### src/rtl/midi_tx_sched.sv
// midi_tx_sched: round-robin scheduler sharing one MIDI byte transmitter
// among NUM_REQ message sources. Latches one 1..3 byte message per grant
// and streams it over a valid/ready byte interface without interleaving.
// Optional feature macro: MIDI_RUNNING_STATUS_EN (running-status elision
// of a repeated channel-voice status byte).
//
// state   | meaning
// --------+---------------------------------------------------------
// S_IDLE  | waiting for any req; picks next slot from rr_ptr upward
// S_GRANT | grant pulse out; message validated, rr_ptr advanced
// S_SEND  | bytes of the latched message handed to the serializer
module midi_tx_sched #(
  parameter int NUM_REQ = 4
) (
  input  logic                    clk,
  input  logic                    rst,
  input  logic [NUM_REQ-1:0]      i_req,
  input  logic [NUM_REQ*24-1:0]   i_req_msg,
  input  logic [NUM_REQ*2-1:0]    i_req_len,
  output logic [NUM_REQ-1:0]      o_grant,
  output logic                    o_drop,
  output logic [7:0]              o_tx_data,
  output logic                    o_tx_valid,
  input  logic                    i_tx_ready,
  output logic                    o_busy
);

  localparam int PW = (NUM_REQ > 1) ? $clog2(NUM_REQ) : 1;

  typedef enum logic [1:0] {S_IDLE, S_GRANT, S_SEND} state_t;

  state_t          r_state;
  logic [PW-1:0]   r_rr_ptr;
  logic [PW-1:0]   r_sel;
  logic [23:0]     r_msg;
  logic [1:0]      r_len;
  logic [1:0]      r_idx;

  logic [PW-1:0]   w_sel;
  logic            w_found;
  logic [23:0]     w_msg_arr [NUM_REQ];
  logic [1:0]      w_len_arr [NUM_REQ];
  logic [23:0]     w_msg;
  logic [1:0]      w_len;
  logic            w_illegal;
  logic [PW-1:0]   w_next_ptr;
  logic [1:0]      w_start;

  function automatic logic [7:0] byte_at(input logic [23:0] m, input logic [1:0] i);
    case (i)
      2'd0:    byte_at = m[7:0];
      2'd1:    byte_at = m[15:8];
      default: byte_at = m[23:16];
    endcase
  endfunction

  // Unflatten per-slot message/length buses.
  always_comb begin
    for (int k = 0; k < NUM_REQ; k++) begin
      w_msg_arr[k] = i_req_msg[24*k +: 24];
      w_len_arr[k] = i_req_len[2*k +: 2];
    end
  end

  // First pending slot scanning upward from rr_ptr with wrap.
  always_comb begin
    w_found = 1'b0;
    w_sel   = '0;
    for (int k = 0; k < NUM_REQ; k++) begin
      if (!w_found && i_req[PW'((int'(r_rr_ptr) + k) % NUM_REQ)]) begin
        w_found = 1'b1;
        w_sel   = PW'((int'(r_rr_ptr) + k) % NUM_REQ);
      end
    end
  end

  assign w_msg      = w_msg_arr[w_sel];
  assign w_len      = w_len_arr[w_sel];
  // Zero length or a non-status first byte cannot be sent as a message.
  assign w_illegal  = (w_len == 2'd0) || !w_msg[7];
  assign w_next_ptr = (r_sel == PW'(NUM_REQ - 1)) ? '0 : r_sel + 1'b1;

`ifdef MIDI_RUNNING_STATUS_EN
  logic [7:0] r_last_status;
  logic       w_chan_voice;

  assign w_chan_voice = r_msg[7] && (r_msg[7:4] != 4'hF);
  assign w_start = (w_chan_voice && (r_msg[7:0] == r_last_status) && (r_len >= 2'd2))
                   ? 2'd1 : 2'd0;

  // Track the last status byte actually put on the wire.
  always_ff @(posedge clk or negedge rst) begin
    if (!rst) begin
      r_last_status <= 8'h00;
    end else if (r_state == S_SEND && i_tx_ready && r_idx == 2'd0) begin
      if (w_chan_voice)
        r_last_status <= r_msg[7:0];
      else if (r_msg[7:3] == 5'b11110)
        r_last_status <= 8'h00;
    end
  end
`else
  assign w_start = 2'd0;
`endif

  // Scheduler FSM with registered outputs.
  always_ff @(posedge clk or negedge rst) begin
    if (!rst) begin
      r_state    <= S_IDLE;
      r_rr_ptr   <= '0;
      r_sel      <= '0;
      r_msg      <= '0;
      r_len      <= '0;
      r_idx      <= '0;
      o_grant    <= '0;
      o_drop     <= 1'b0;
      o_tx_data  <= 8'h00;
      o_tx_valid <= 1'b0;
      o_busy     <= 1'b0;
    end else begin
      o_grant <= '0;
      o_drop  <= 1'b0;
      case (r_state)
        S_IDLE: begin
          if (w_found) begin
            r_sel   <= w_sel;
            r_msg   <= w_msg;
            r_len   <= w_len;
            o_grant <= {{(NUM_REQ-1){1'b0}}, 1'b1} << w_sel;
            o_drop  <= w_illegal;
            o_busy  <= 1'b1;
            r_state <= S_GRANT;
          end
        end
        S_GRANT: begin
          r_rr_ptr <= w_next_ptr;
          if (o_drop) begin
            o_busy  <= 1'b0;
            r_state <= S_IDLE;
          end else begin
            r_idx      <= w_start;
            o_tx_data  <= byte_at(r_msg, w_start);
            o_tx_valid <= 1'b1;
            r_state    <= S_SEND;
          end
        end
        S_SEND: begin
          if (i_tx_ready) begin
            if (r_idx == r_len - 2'd1) begin
              o_tx_valid <= 1'b0;
              o_busy     <= 1'b0;
              r_state    <= S_IDLE;
            end else begin
              r_idx     <= r_idx + 2'd1;
              o_tx_data <= byte_at(r_msg, r_idx + 2'd1);
            end
          end
        end
        default: r_state <= S_IDLE;
      endcase
    end
  end

endmodule

### config.mk
export PLATFORM = sky130hd
export DESIGN_NAME = midi_tx_sched
export DESIGN_NICKNAME = d
export VERILOG_FILES = /design/src/rtl/midi_tx_sched.sv
export SDC_FILE = /design/constraint.sdc
export NUM_CORES = 1
export LEC_CHECK = 0
export BUFFER_PORTS_ARGS = -buffer_cell sky130_fd_sc_hd__buf_2
export CORE_UTILIZATION = 52
export DETAILED_ROUTE_END_ITERATION = 6
export PLACE_DENSITY_LB_ADDON = 0.08
export SLEW_MARGIN = 40
export SYNTH_ARGS = -nofsm -noshare
export SYNTH_HDL_FRONTEND = slang
export SYNTH_SLANG_ARGS = --single-unit
### constraint.sdc
create_clock -name clk -period 4.2 [get_ports clk]
set_input_delay 0.84 -clock clk [delete_from_list [all_inputs] [get_ports clk]]
set_output_delay 0.84 -clock clk [all_outputs]
set_load 0.005 [all_outputs]
Yosys cells after proc, flatten, opt, wreduce, memory -nomap -nowiden
Index checks and enable logic that the tools add are counted.
{"block": "totals", "ff_bits": 49}
{"block": "op_classes", "mux": 52, "reduce_logical": 18, "eq_ne": 11, "bitwise_logic": 1, "addsub": 6, "n_lt_le_gt_ge": 5, "shifts": 1}
{"op": "$bmux 24 s2", "n": 1}
{"op": "$mux 24", "n": 2}
{"op": "$pmux 8 s2", "n": 2}
{"op": "$mux 2", "n": 14}
{"op": "$mux 8", "n": 3}
{"op": "$mux 1", "n": 19}
{"op": "$lt 2x4->1 const B", "n": 4}
{"op": "$ne 2x2->1 const B", "n": 6}
{"op": "$bmux 1 s2", "n": 4}
{"op": "$mux 4", "n": 2}
{"op": "$reduce_and 4->1", "n": 2}
{"op": "$add 2x1->2 const B", "n": 3}
{"op": "$logic_not 2->1", "n": 3}
{"op": "$pmux 2 s3", "n": 1}
{"op": "$reduce_and 5->1", "n": 1}
{"op": "$add 2x2->2 const B", "n": 2}
{"op": "$bmux 2 s2", "n": 1}
{"op": "$eq 2x1->1 const B", "n": 2}
{"op": "$eq 2x2->1 const B", "n": 2}
{"op": "$logic_not 1->1", "n": 4}
{"op": "$pmux 2 s2", "n": 1}
{"op": "$shl 1x2->4 const A", "n": 1}
{"op": "$ge 3x3->1 const B", "n": 1}
{"op": "$logic_and 1x1->1", "n": 3}
{"op": "10 further kinds", "n": 10}

Longest topological paths before layout
Gate-level depths: netlist (run 1).
{"block": "logic_depth", "depth_word": 21, "depth_mapped": 9, "mapped_depth_nobuf": 7}

Worst setup path after synthesis (run 1)
OpenSTA, ideal clock, no wires.
{"block": "synth_path", "path_type": "input port to flip-flop", "start": "in i_req[0]", "end": "reg r_msg[14]", "t_required_ps": 4058, "path_buffers": 1, "setup_time_ps": 142, "arrival_ps": 1952, "path_slack_ps": 2106, "path_stages": 5, "path_cell_list": "nor4_4 nor2b_1 nand4b_1 clkbuf_1 o221ai_1"}
{"block": "synth_between", "elab_chain_len": 17, "word_cells_on_any_way": 31, "classes_between": "mux (23); bitwise (1); reduce/logical (7)"}
{"item": "start, declared", "line_no": "17", "source": "input logic [NUM_REQ-1:0] i_req,"}
{"item": "$bmux 1 s2", "line_no": "70", "source": "if (!w_found && i_req[PW'((int'(r_rr_ptr) + k) % NUM_REQ)]) begin"}
{"item": "$mux 1 (implied by the code) (2 in a row)", "line_no": "70"}
{"item": "$mux 1", "line_no": "70"}
{"item": "$logic_not 1->1", "line_no": "70"}
{"item": "$logic_and 1x1->1", "line_no": "70"}
{"item": "$mux 1", "line_no": "70"}
{"item": "$logic_not 1->1", "line_no": "70"}
{"item": "$logic_and 1x1->1", "line_no": "70"}
{"item": "$mux 1", "line_no": "70"}
{"item": "$logic_not 1->1", "line_no": "70"}
{"item": "$logic_and 1x1->1", "line_no": "70"}
{"item": "$mux 2", "line_no": "70"}
{"item": "$not 2->3 (implied by the code)", "line_no": "77", "source": "assign w_msg = w_msg_arr[w_sel];"}
{"item": "$bmux 24 s2", "line_no": "77"}
{"item": "$mux 24 (implied by the code) (2 in a row)", "line_no": "77"}
{"item": "end signal, assigned", "line_no": "127", "source": "r_msg <= w_msg;"}
{"item": "end, declared", "line_no": "35", "source": "logic [23:0] r_msg;"}
Parallel ways exist; a longest one is shown, timed or not. The select of a mux whose other input is x is not followed.
A chain may end at the register's enable or synchronous reset.

Worst setup path in the final report (run 1)
{"block": "layout_path", "start": "in i_req[0]", "end": "reg o_drop"}
{"block": "layout_between", "elab_chain_len": 21, "word_cells_on_any_way": 38, "classes_between": "mux (28); bitwise (1); reduce/logical (9)"}
{"item": "$bmux 1 s2", "line_no": "70"}
{"item": "$mux 1 (implied by the code) (2 in a row)", "line_no": "70"}
{"item": "$mux 1", "line_no": "70"}
{"item": "$logic_not 1->1", "line_no": "70"}
{"item": "$logic_and 1x1->1", "line_no": "70"}
{"item": "$mux 1", "line_no": "70"}
{"item": "$logic_not 1->1", "line_no": "70"}
{"item": "$logic_and 1x1->1", "line_no": "70"}
{"item": "[3 not listed]"}
{"item": "$mux 2", "line_no": "70"}
{"item": "$not 2->3 (implied by the code)", "line_no": "77, 78"}
{"item": "$bmux 2 s2 / $bmux 24 s2 (equally long branches)", "line_no": "78, 77"}
{"item": "$mux 2 (implied by the code) / $mux 24 (equally long branches) (2 in a row)", "line_no": "78, 77"}
{"item": "$logic_not 2->1 / $logic_not 1->1 (equally long branches)", "line_no": "80", "source": "assign w_illegal = (w_len == 2'd0) || !w_msg[7];"}
{"item": "$logic_or 1x1->1", "line_no": "80"}
{"item": "$mux 1 (*)", "line_no": "125", "source": "if (w_found) begin"}
{"item": "$mux 1 (*)", "line_no": "123", "source": "case (r_state)"}
{"item": "end signal, assigned", "line_no": "130", "source": "o_drop <= w_illegal;"}
{"item": "end, declared", "line_no": "21", "source": "output logic o_drop,"}
Every way passes the cells marked *; elsewhere a longest branch is shown, timed or not. The select of a mux whose other input is x is not followed.

==> results of run 1 <==
## worst paths after layout
path	startpoint	end	slack (ns)	cells after the start
min in group asynchronous	rst	o_busy	0.53	1
worst min register to register	r_msg[10]	r_msg[10]	0.50	2
worst max-delay path	i_req[0]	o_drop	1.65	8
max in group asynchronous	rst	r_msg[12]	3.26	1
worst max register to register	r_rr_ptr[0]	r_msg[16]	1.86	6
worst min-delay path	r_msg[10]	r_msg[10]	0.50	2
## flip-flops by register name, summed over array words and instances (netlist names)
register / cells
o_busy: 1
o_drop: 1
o_grant: 4
o_tx_data: 8
o_tx_valid: 1
r_idx: 2
r_len: 2
r_msg: 24
r_rr_ptr: 2
r_sel: 2
r_state: 2
## per-layer routing
metal | GRT usage | part of all wire | vias up
met2 | 0.4009 | 0.48 | 103
met5 | 0 | 0 | -
met4 | 0.06038 | 0.0050 | 0
met3 | 0.05238 | 0.058 | 4
met1 | 0.3413 | 0.45 | 1194
li1 | - | - | 1278
## per-stage QoR
step	hold slack (ns)	worst slack (ns)	cell area (µm²)	util	std cells
3_5_place_dp	0.4740	1.344	3553	0.6743	463
4_1_cts	0.4974	1.665	3674	0.6971	471
2_1_floorplan	0.4511	2.106	2932	-	281
6_report	0.4961	1.646	3674	0.6971	471
5_1_grt	0.5143	1.476	3674	0.6971	471
3_3_place_gp	0.4700	1.397	3551	0.6738	463
## worst min-delay path: stages (launching register included)
cell	delay (ns)
dfrtp_1	0.35
nand2_1	0.05
o221ai_1	0.06
## synth_stat cells (all sizes together)
cell type	instances	share of area
mux2i	52	0.18
dfrtp	49	0.42
nand2	33	0.042
o221ai	23	0.069
nor2	19	0.030
a21oi	14	0.026
o21ai	12	0.020
buf	11	0.035
a22oi	9	0.025
a22o	8	0.024
inv	8	0.010
clkbuf	6	0.0077
ha	6	0.026
mux2	5	0.019
nor2b	5	0.011
o21a	4	0.010
nand2b	3	0.0064
nand4	2	0.0043
nand4b	2	0.0060
a21o	1	0.0026
a41o	1	0.0034
nand3b	1	0.0026
nor3	1	0.0017
nor4	1	0.0073
o22a	1	0.0030
o22ai	1	0.0021
o2bb2ai	1	0.0051
or2	1	0.0021
xnor2	1	0.0030
## power by group
part           switching, µW  internal (µW)  total (µW)
logic                    691            566        1260
registers                136            699         835
clock network            155            194         348
total                    981           1460        2440
## layout make-up
class                           count  area (µm²)  share of cell area
Clock buffer                        6       82.58             0.02248
Sequential cell                    49        1226              0.3338
Tap cell                           70       87.58             0.02384
Clock inverter                      2       37.54             0.01022
Timing Repair Buffer              129       658.1              0.1792
Multi-Input combinational cell    207        1551              0.4223
Inverter                            8       30.03            0.008174
## kinds of logic (layout without fill, tap and decap cells)
| group | Yosys count | after routing | share of synthesized area |
|---|---|---|---|
| multiplexers | 57 | 57 | 0.1968 |
| flip-flops | 49 | 49 | 0.4183 |
| buffers and inverters | 25 | 145 | 0.05249 |
| adder cells (fa/ha/maj) | 6 | 6 | 0.02561 |
| XOR/XNOR | 1 | 1 | 0.002988 |
| AO/OA/AOI/OAI | 75 | 75 | 0.1908 |
| AND/OR/NAND/NOR | 68 | 68 | 0.1131 |
==> impl_results.rst, run 1 <==
.. list-table::
   :header-rows: 1

   * - Metric
     - Value
   * - Number of nets in the synthesized netlist
     - 398
   * - Reported max-cap violation count
     - 0
   * - Most repeated library cell on the critical path
     - buf_4
   * - Total clock buffers created by CTS
     - 5
   * - First-pass GRT wire length
     - 11480 µm
   * - Critical Path RT
     - 4.38 ns
   * - Crit-path cells
     - buf_2 -> nor4_4 -> nand2b_1 -> buf_4 -> a41o_1 -> buf_4 -> o22a_1 -> o21ai_1
   * - Global-route congestion overflow total
     - 0
   * - Die height
     - 77.09 µm
   * - Placed wire-length estimate
     - 5253 µm
   * - Synthesized instance count
     - 281
   * - Startpoint types
     - input pin
   * - Critical Path Fanout Max
     - 28
   * - Number of distinct standard cells referenced by the synthesized netlist
     - 38
   * - Run status
     - complete, no violations
   * - Proportion of synthesized chip area in sequential cells
     - 0.4183
   * - Setup crit end kind
     - flip-flop
   * - Power density over cell area
     - 664.3 mW/mm²
   * - IO Count
     - 126
   * - Total iterations of the first detailed-routing run
     - 4
   * - Category of the critical setup timing path
     - in -> reg
   * - CTS Buffer Depth
     - 2
   * - Die footprint
     - 0.005942 mm²
   * - Largest clock skew in the final design
     - 0.006593 ns
   * - Share of post-route cells with drive strength above 1
     - 0.3666
   * - Hold Violations, Final
     - 0
   * - DRT antenna net count
     - 0
   * - Netlist area before placement
     - 0.002932 mm²
   * - CTS tree
     - done
   * - Die X
     - 77.09 µm
   * - Number of filler cells placed in the layout
     - 455
   * - CTS sink cnt
     - 49
   * - Static Leak
     - 0.001877 µW
   * - Drt initial violations
     - 209
   * - Via density
     - 5.476
   * - Floorplan Core Area
     - 0.005270 mm²
   * - Family with the most delay on the worst path
     - buffers and inverters
   * - Arrival time of the worst setup path
     - 2.74 ns
   * - Maximum number of pins on one net before global-route repair
     - 50
   * - RSZ-0062 raised after global routing
     - no
   * - Tot GR Track Use
     - 0.2484
   * - Worst min path class
     - reg -> reg
   * - Initial Utilization
     - 0.5563
   * - Remaining routing DRC violations
     - 0
   * - Number of cells upsized or downsized after cts
     - 0
   * - Number of levels in the clock H-tree
     - 2
   * - Diodes inserted
     - 0
   * - Max-slew violation count
     - 0
   * - Commonest cells after routing, fill and taps aside
     - buf_2 (124), mux2i_1 (52), dfrtp_1 (49)
   * - Post-CTS repair timing setup buffer count
     - 0
   * - Mean post-synth cell area
     - 10.43 µm²
   * - Synth Register Bits
     - 49
   * - Minimum clock period
     - 2.554 ns
   * - Root Driver
     - clkbuf_8
   * - Peak per-stage delay on the critical path
     - 0.43 ns
   * - Initial antenna violation count
     - 0
   * - Nets
     - 517
   * - Number of buffer cells added on primary ports
     - 125
   * - Mean routed wirelength per cell
     - 14.86 µm
   * - Layout area overhead
     - 25.31%
   * - Number of standard-cell rows in the floorplan
     - 26
   * - Post-CTS Hold Buffers
     - 0
   * - Clock network latency to the later pin of the worst-skew pair
     - 0.30 ns
   * - Vias after detailed routing
     - 2579
   * - Final cycle utilization of the critical path
     - 0.6081
   * - Buf+Inv Stages, Crit Path
     - 3
   * - Maximum VDD drop
     - 0.0003049 V
   * - Total power draw
     - 2440 µW
   * - Overall routed net length
     - 6997 µm
   * - Final-layout setup total negative slack
     - 0 ns
   * - Highest achievable clock rate
     - 391.6 MHz
   * - Cell with the largest stage delay on the worst path
     - a41o_1
   * - # setup viols final
     - 0
   * - Routability congestion estimate from global placement
     - 0.7808
   * - Clock-pin slew on the worst setup and hold paths
     - 0.08 ns
   * - Number of global-route vias before repair
     - 2434
   * - Worst max-slew margin expressed relative to the limit
     - 0.5303
   * - Slew at the pin with the worst max-slew slack
     - 0.7045 ns
   * - Number of synthesis warnings
     - 0
   * - Leading cell type in the layout, fill and taps excluded
     - buf_2
(Power assumes the default switching activity.)
==> run 2, diff against run 1 <==
- CORE_UTILIZATION: 52 -> 43
- clock period: 4.2 -> 2.1 ns (I/O delays scaled with it)
==> impl_results.rst, run 2 (synthesized netlist as in run 1, its figures left out) <==
.. list-table::
   :header-rows: 1

   * - Metric
     - Value
   * - Int Pwr
     - 3055 µW
   * - Die X
     - 84.57 µm
   * - Number of buffer cells added on primary ports
     - 125
   * - Root Driver
     - clkbuf_8
   * - Detail Route met3 WL
     - 391 µm
   * - Startpoint types
     - flip-flop
   * - Critical Path Fanout Max
     - 13
   * - Setup crit end kind
     - flip-flop
   * - Power density over cell area
     - 1333 mW/mm²
   * - Final cycle utilization of the critical path
     - 0.8909
   * - Die height
     - 84.57 µm
   * - Overall routed net length
     - 7363 µm
   * - Diodes inserted
     - 0
   * - Register containing the most flip-flops in the final layout
     - r_msg
   * - Total iterations of the first detailed-routing run
     - 6
   * - CTS sink cnt
     - 49
   * - Global-route congestion overflow total
     - 0
   * - Met2 wirelength from detailed routing
     - 3411 µm
   * - Minimum clock period
     - 1.871 ns
   * - Total clock buffers created by CTS
     - 5
   * - R2R depth
     - 6
   * - Remaining routing DRC violations
     - 10
   * - Peak per-stage delay on the critical path
     - 0.39 ns
   * - Number of cells upsized or downsized after cts
     - 0
   * - Critical Path RT
     - 2.32 ns
   * - Run status
     - complete, but fails checks
   * - Initial Utilization
     - 0.4539
   * - Number of levels in the clock H-tree
     - 2
   * - First-pass GRT wire length
     - 12050 µm
   * - Slew at the pin with the worst max-slew slack
     - 0.4139 ns
   * - Maximum VDD drop
     - 0.0006279 V
   * - Drt initial violations
     - 114
   * - Failing checks
     - design-rule violations
   * - # setup viols final
     - 0
   * - Die footprint
     - 0.007152 mm²
   * - Routability congestion estimate from global placement
     - 0.8169
   * - Share of total power in the clock network
     - 0.140
   * - Switching share of total power
     - 0.3974
   * - Worst reg2reg setup slack
     - 0.23 ns
   * - Post-CTS Hold Buffers
     - 0
   * - Share of total power in combinational logic
     - 0.531
   * - Worst min path class
     - in -> async
   * - Arrival time of the worst setup path
     - 2.09 ns
   * - Crit-path cells
     - inv_1 -> ha_1 -> nor2b_1 -> nand4b_1 -> buf_4 -> o221ai_1
   * - Tot GR Track Use
     - 0.2148
   * - RSZ-0062 raised after global routing
     - no
   * - CTS Buffer Depth
     - 2
   * - Reported max-cap violation count
     - 0
   * - Max-slew violation count
     - 0
   * - CTS tree
     - done
   * - Static Leak
     - 0.001945 µW
   * - IO Count
     - 126
   * - Number of standard-cell rows in the floorplan
     - 29
   * - Category of the critical setup timing path
     - reg -> reg
   * - Clock-pin slew on the worst setup and hold paths
     - 0.10 ns
   * - Vias after detailed routing
     - 2601
   * - Commonest cells after routing, fill and taps aside
     - buf_2 (125), mux2i_1 (52), dfrtp_1 (49)
   * - Layout area overhead
     - 29.71%
   * - Nets
     - 528
   * - Cell with the largest stage delay on the worst path
     - dfrtp_1
   * - Post-Route Utilization
     - 0.5887
   * - Maximum number of pins on one net before global-route repair
     - 50
   * - Max layer used
     - met5
   * - Post-CTS repair timing setup buffer count
     - 0
   * - Highest achievable clock rate
     - 534.5 MHz
   * - Largest registers
     - r_msg x24, o_tx_data x8, o_grant x4
   * - Share of total power in sequential cells
     - 0.329
   * - Worst max-slew margin expressed relative to the limit
     - 0.7228
   * - Number of global-route vias before repair
     - 2526
   * - Initial antenna violation count
     - 1
   * - Hold Violations, Final
     - 0
   * - Launch instance of the worst register-to-register path
     - r_state[0]
   * - Largest clock skew in the final design
     - 0.008759 ns
   * - Power spent charging and discharging nets
     - 2015 µW
   * - Clock network latency to the later pin of the worst-skew pair
     - 0.31 ns
   * - RR Endpoint
     - r_msg[8]
   * - Via density
     - 5.319
   * - Placed wire-length estimate
     - 5640 µm
   * - Floorplan Core Area
     - 0.006459 mm²
   * - Leading cell type in the layout, fill and taps excluded
     - buf_2
   * - Share of post-route cells with drive strength above 1
     - 0.3859
   * - Final-layout setup total negative slack
     - 0 ns
   * - Flip-flop count of the largest register after layout
     - 24
   * - Mean routed wirelength per cell
     - 15.06 µm
   * - Sum of routed wire segments on met1
     - 3490 µm
   * - DRT antenna net count
     - 0
-- run 2: cell types whose count changed in the layout (fill, tap and decap cells not counted) --
cell | previous run | this run
buf_4 | 5 | 12
buf_12 | 0 | 3
buf_2 | 124 | 125
nor2b_1 | 5 | 4
nor2b_2 | 0 | 1
o21ai_0 | 10 | 11
o21ai_1 | 2 | 1
-- run 2: area by class of cell --
| type | instances | area, µm² |
|---|---|---|
| clock buffer | 6 | 82.58 |
| clock inverter | 2 | 37.54 |
| fill | 592 | 2656 |
| inverter | 8 | 30.03 |
| multi-input combinational | 207 | 1554 |
| sequential | 49 | 1226 |
| tap | 77 | 96.34 |
| timing repair buffer | 140 | 775.7 |
-- run 2: worst max-delay path: cells and delay by family, from the launching register on --
kind | cells | cell delay, ns
flip-flops | 1 | 0.39
AND/OR/NAND/NOR | 2 | 0.60
AO/OA/AOI/OAI | 1 | 0.21
adder cells (fa/ha/maj) | 1 | 0.19
buffers and inverters | 2 | 0.40
-- run 2: power by group through the flow --
| stage | clock network (µW) | logic (µW) | registers (µW) |
|---|---|---|---|
| finish | 711 | 2690 | 1670 |
| global route | 764 | 3030 | 1720 |
| global placement | 0 | 2670 | 1670 |
| floorplan | 0 | 1960 | 1630 |
| detailed placement | 0 | 2700 | 1680 |
| CTS | 722 | 2720 | 1670 |
-- run 2: metrics by stage --
step	instance area [µm²]	instances	total power, µW	hold slack, ns	worst slack [ns]
final	3802	489	5070	0.06813	0.2291
after CTS	3800	489	5106	0.09505	0.1785
after global placement	3680	481	4348	0.4328	0.1598
after detailed placement	3680	481	4384	0.4297	0.1655
after floorplan	2932	281	3594	0.1244	0.2842
after global routing	3802	489	5513	0.1148	0.02992
-- run 2: worst max path at each step --
| stage | from | endpoint | cells past startpoint |
|---|---|---|---|
| after floorplan | r_idx[0] | o_tx_data[0] | 6 |
| after global placement | i_req[3] | r_msg[13] | 7 |
| after detailed placement | i_req[3] | r_msg[14] | 7 |
| after CTS | r_idx[0] | o_tx_data[6] | 6 |
| after global routing | r_state[0] | r_msg[8] | 6 |
| final | r_state[0] | r_msg[8] | 6 |
-- run 2: metal layers --
layer / track usage / vias to the layer above
li1: - / 1304
met1: 0.3047 / 1202
met2: 0.3415 / 85
met3: 0.04228 / 8
met4: 0.04777 / 2
met5: 0 / -
